File: src/rtl/dst_reg_sel_pipe.sv
// Destination-register select and carry pipeline.
// Picks the ID-stage destination index from NUM_IN candidates, carries it with a
// write-valid bit through DEPTH stages, and flags the youngest stage whose carried
// destination matches the ID source registers rs / rt.
module dst_reg_sel_pipe #(
    parameter int unsigned WIDTH  = 5,
    parameter int unsigned NUM_IN = 3,
    // 2**SEL_W must cover NUM_IN
    parameter int unsigned SEL_W  = 2,
    parameter int unsigned DEPTH  = 3
) (
    input  logic                    clk,
    input  logic                    rst,
    input  logic [NUM_IN*WIDTH-1:0] in_bus,
    input  logic [SEL_W-1:0]        sel,
    input  logic                    in_valid,
    input  logic                    hold,
    input  logic                    flush,
    input  logic [WIDTH-1:0]        rs,
    input  logic [WIDTH-1:0]        rt,
    output logic [DEPTH*WIDTH-1:0]  dst_q,
    output logic [DEPTH-1:0]        dst_v,
    output logic [DEPTH-1:0]        fwd_rs,
    output logic [DEPTH-1:0]        fwd_rt,
    output logic                    sel_err
);

    logic [WIDTH-1:0] cand;
    logic             cand_v;

    logic [WIDTH-1:0] stage_idx_q [DEPTH];
    logic [WIDTH-1:0] stage_idx_d [DEPTH];
    logic [DEPTH-1:0] stage_v_q;
    logic [DEPTH-1:0] stage_v_d;

    logic [DEPTH-1:0] raw_rs;
    logic [DEPTH-1:0] raw_rt;

    assign sel_err = (32'(sel) >= NUM_IN);

    // Candidate mux; out-of-range selects fall through to index 0.
    always_comb begin
        cand = '0;
        for (int unsigned k = 0; k < NUM_IN; k++) begin
            if (32'(sel) == k) begin
                cand = in_bus[k*WIDTH +: WIDTH];
            end
        end
    end

    // $0 is never a real write, so a zero index can never be valid.
    assign cand_v = in_valid && !sel_err && (cand != '0);

    // Next-state: hold freezes the shift, flush injects a bubble into stage 0.
    always_comb begin
        stage_idx_d = stage_idx_q;
        stage_v_d   = stage_v_q;
        if (!hold) begin
            for (int unsigned s = 1; s < DEPTH; s++) begin
                stage_idx_d[s] = stage_idx_q[s-1];
                stage_v_d[s]   = stage_v_q[s-1];
            end
        end
        if (flush) begin
            stage_idx_d[0] = '0;
            stage_v_d[0]   = 1'b0;
        end else if (!hold) begin
            // Bubbles carry index 0 so a stale index is never visible.
            stage_idx_d[0] = cand_v ? cand : '0;
            stage_v_d[0]   = cand_v;
        end
    end

    // Stage registers; reset clears everything without waiting for a clock.
    always_ff @(posedge clk or posedge rst) begin
        if (rst) begin
            for (int unsigned s = 0; s < DEPTH; s++) begin
                stage_idx_q[s] <= '0;
            end
            stage_v_q <= '0;
        end else begin
            for (int unsigned s = 0; s < DEPTH; s++) begin
                stage_idx_q[s] <= stage_idx_d[s];
            end
            stage_v_q <= stage_v_d;
        end
    end

    // Flatten the stage array onto the output bus.
    always_comb begin
        dst_q = '0;
        for (int unsigned s = 0; s < DEPTH; s++) begin
            dst_q[s*WIDTH +: WIDTH] = stage_idx_q[s];
        end
    end

    assign dst_v = stage_v_q;

    // Raw per-stage matches against the ID sources, registered state only.
    always_comb begin
        raw_rs = '0;
        raw_rt = '0;
        for (int unsigned s = 0; s < DEPTH; s++) begin
            raw_rs[s] = stage_v_q[s] && (stage_idx_q[s] == rs) && (rs != '0);
            raw_rt[s] = stage_v_q[s] && (stage_idx_q[s] == rt) && (rt != '0);
        end
    end

    // Keep only the lowest set bit: stage 0 is the youngest producer.
    assign fwd_rs = raw_rs & (~raw_rs + DEPTH'(1));
    assign fwd_rt = raw_rt & (~raw_rt + DEPTH'(1));

endmodule

File: config.mk
export PLATFORM = sky130hd
export DESIGN_NAME = dst_reg_sel_pipe
export DESIGN_NICKNAME = d
export VERILOG_FILES = /design/src/rtl/dst_reg_sel_pipe.sv
export SDC_FILE = /design/constraint.sdc
export NUM_CORES = 1
export LEC_CHECK = 0
export ABC_CLOCK_PERIOD_IN_PS = 1550
export CAP_MARGIN = 30
export CORE_MARGIN = 10
export CORE_UTILIZATION = 40
export CTS_CLUSTER_DIAMETER = 40
export DETAILED_ROUTE_END_ITERATION = 10
export GPL_TIMING_DRIVEN = 1
export PLACE_DENSITY = 0.79
export SLEW_MARGIN = 40
export SYNTH_ARGS = -nofsm -noshare
export SYNTH_HDL_FRONTEND = slang
export SYNTH_SLANG_ARGS = --single-unit
export TNS_END_PERCENT = 30
File: constraint.sdc
create_clock -name clk -period 1.55 [get_ports clk]
set_clock_uncertainty 0.1 [all_clocks]
set_input_delay 0.2325 -clock clk [delete_from_list [all_inputs] [get_ports clk]]
set_output_delay 0.2325 -clock clk [all_outputs]
set_load 0.005 [all_outputs]
==> flow_summary.yaml <==
yosys:
  synth_area_um2: 1210
  synth-xor-area-share: 0.216
  synth_edf_count: 0
  synth_top_family_by_area: "XOR/XNOR gates"
  synth_common_cells: "dfrtp_1 (18), xnor2_1 (18), mux2_2 (12), xor2_1 (12), nand4_1 (6)"
  ys_warn_count: 0
  synth_area_leader_cell: "dfrtp_1"
  synth.distinct_cells: 22
  synth_top_area_frac: 0.371
  avgSynthCellArea_um2: 11.3
  async_reset_ff_frac: 1.00
  syn_inst: 107
  yosys.area_share.simple: 0.152
  yosysSeqAreaShare: 0.371
  synthAdderAreaFrac: 0
  synth_ff_type: "dfrtp_1"
  synth_compound_gate_area_share: 0.0938
  synthMuxAreaShare: 0.153
  ys_seq_elements: 18
  synth.area.top_cells: "dfrtp_1 (37%), xnor2_1 (13%), mux2_2 (11%), xor2_1 (8.7%), a32o_1 (4.1%)"
  synth.net_count: 139
final_layout:
  fillCellCount: 197
  multi_input_area_um2: 812
  nets: 243
  syn2layout_area_growth_pct: 79.7
  layout-drive-gt1-share: 0.421
  design_area_um2: 2180
  fin_util: 0.771
  diodes: 0
  seq_area_um2: 453
placement:
  post-place-ws_ns: -0.997
  gp_congestion: 0.895
  dp_hpwl_um: 3490
  placed_cell_area_um2: 2110
  io_buffers: 56
worst_setup_path:
  critPathCaptureType: "output port"
  required_ns: 1.22
  path_class: "input pin to output port"
  arrival_ns: 1.69
  startpoint_type: "input pin"
  slowest_delay_ns: 0.55
  slowest_stage: "or4_4"
  cp_max_fo: 3
  path_cells: "dlygate4sd2_1 > or4_4 > nor2_4 > nor4_4 > buf_4 > nor3_2 > buf_2"
detailed_routing:
  wirelength_um: 4070
  routed_via_density: 5.21
  vias: 1251
  drt_iter0_drc: 38
  first_pass_iters: 4
  drc: 0
  wl_per_cell_um: 17.0
  antenna_left: 0
floorplan:
  die_w_um: 75.1
  core_area_um2: 2830
  fp.dieArea_um2: 5640
  io_pins: 57
  start_util: 0.429
  dieHeight_um: 75.1
  rows: 19
cts:
  cts_buffers: 3
  clk_latency_ns: 0.28
  path_clk_slew_ns: 0.09
  cts_max_level: 1
  root_buffer: "clkbuf_4"
  clk_path_buf_depth: 2
  cts_tree: "done"
  numClockSinks: 18
global_routing:
  grt_max_degree: 19
  grt_use_total: 0.153
  grt_pass1_wl_um: 6650
  grt-ovfl-total: 0
  grt_antenna_before_repair: 0
  grt_pass1_vias: 1399
worst_hold_path:
  hold_class: "input pin to asynchronous set/reset pin"
power_and_ir_drop:
  fin_total_pwr_uw: 1100
  power_density_nw_per_um2: 505
  p_leak_uw: 0.00109
  vdd_drop_max_mv: 0.309
outcome:
  violations: "negative setup slack"
  outcome: "complete, but fails checks"
sta:
  worst_slew_pin_slew_ns: 0.349
  tns_ns: -2.29
  period_share: 1.30
  max_freq_mhz: 495
  setup_violations: 6
  max_slew_margin: 0.766
  setup_ws_ns: -0.469
  slew_violations: 0
  hold_viol_final: 0
  min_period_ns: 2.02
  rsz0062_at_grt: "true"
job:
  max_cap_violations: 0
-- layer usage --
metal | wire length, um | part of all wire | global-route usage | vias to the layer above
met5 | 0 | 0 | 0 | -
met4 | 56 | 0.014 | 0.0714 | 0
met3 | 371 | 0.091 | 0.0447 | 4
met2 | 2010 | 0.49 | 0.279 | 49
met1 | 1630 | 0.40 | 0.156 | 587
li1 | - | - | - | 611
-- cells by family after synthesis --
group,after synthesis
compound gates,13
flops,18
mux,17
simple gates,25
xor+xnor,30
buf+inv,4
-- repair_timing --
| item | 4_1_cts | 5_1_grt |
|---|---|---|
| pin swaps | 12 | 2 |
| gates cloned | 0 | 0 |
| gates resized for setup | 66 | 6 |
| endpoints found under the setup margin | 25 | 8 |
| setup buffers | 4 | 0 |
| hold buffers | 0 | 0 |
-- state kept, by name (all words and copies together), names as in the netlist --
name,flops
dst_q,15
dst_v,3
-- where the power goes --
group | leakage [uW] | switching, uW | total, uW | internal (uW)
Sequential | 0.000245 | 23.2 | 512 | 489
Clock | 0.0000138 | 129 | 219 | 90.1
Combinational | 0.000837 | 149 | 370 | 222
-- through the flow --
stage	cells	hold WS, ns
global route	240	0.183
detailed placement	233	0.467
CTS	240	0.144
global placement	233	0.457
floorplan	107	0.0711
finish	240	0.150
-- critical path: cells and delay by family --
family / cells / cell delay, ns
AND/OR/NAND/NOR: 4 / 0.92
buffers and inverters: 3 / 0.53
-- layout by cell type (no fill, tap or decap), drive strengths merged, types with 2 or more instances in the layout --
| cell type | count |
|---|---|
| buf | 56 |
| dlygate4sd2 | 24 |
| clkdlybuf4s50 | 20 |
| xnor2 | 18 |
| dfrtp | 18 |
| mux2 | 12 |
| xor2 | 12 |
| nand4 | 6 |
| mux2i | 5 |
| o2bb2ai | 5 |
| a32o | 5 |
| nor2b | 4 |
| nor3 | 4 |
| or4 | 4 |
| nor4 | 4 |
| clkbuf | 3 |
| nor2 | 2 |
-- final cells by class --
type	instances	area share
clock buffer	3	0.0103
inverter	1	0.00172
multi-input combinational	85	0.372
sequential	18	0.208
tap	31	0.0178
timing repair buffer	102	0.390
-- final timing paths --
check	start	slack (ns)	end	cells past startpoint
max	rt[2]	-0.47	fwd_rt[2]	7
min	rst	0.15	dst_q[12]$_DFFE_PP0N_	3
max reg2reg	dst_q[3]$_DFFE_PP0P_	0.39	dst_q[8]$_DFFE_PP0N_	3
min reg2reg	dst_q[11]$_DFFE_PP0N_	0.54	dst_q[11]$_DFFE_PP0N_	1
max in group asynchronous	rst	0.99	dst_q[3]$_DFFE_PP0P_	3
min in group clk	dst_q[11]$_DFFE_PP0N_	0.54	dst_q[11]$_DFFE_PP0N_	1
(Power assumes the default switching activity.)
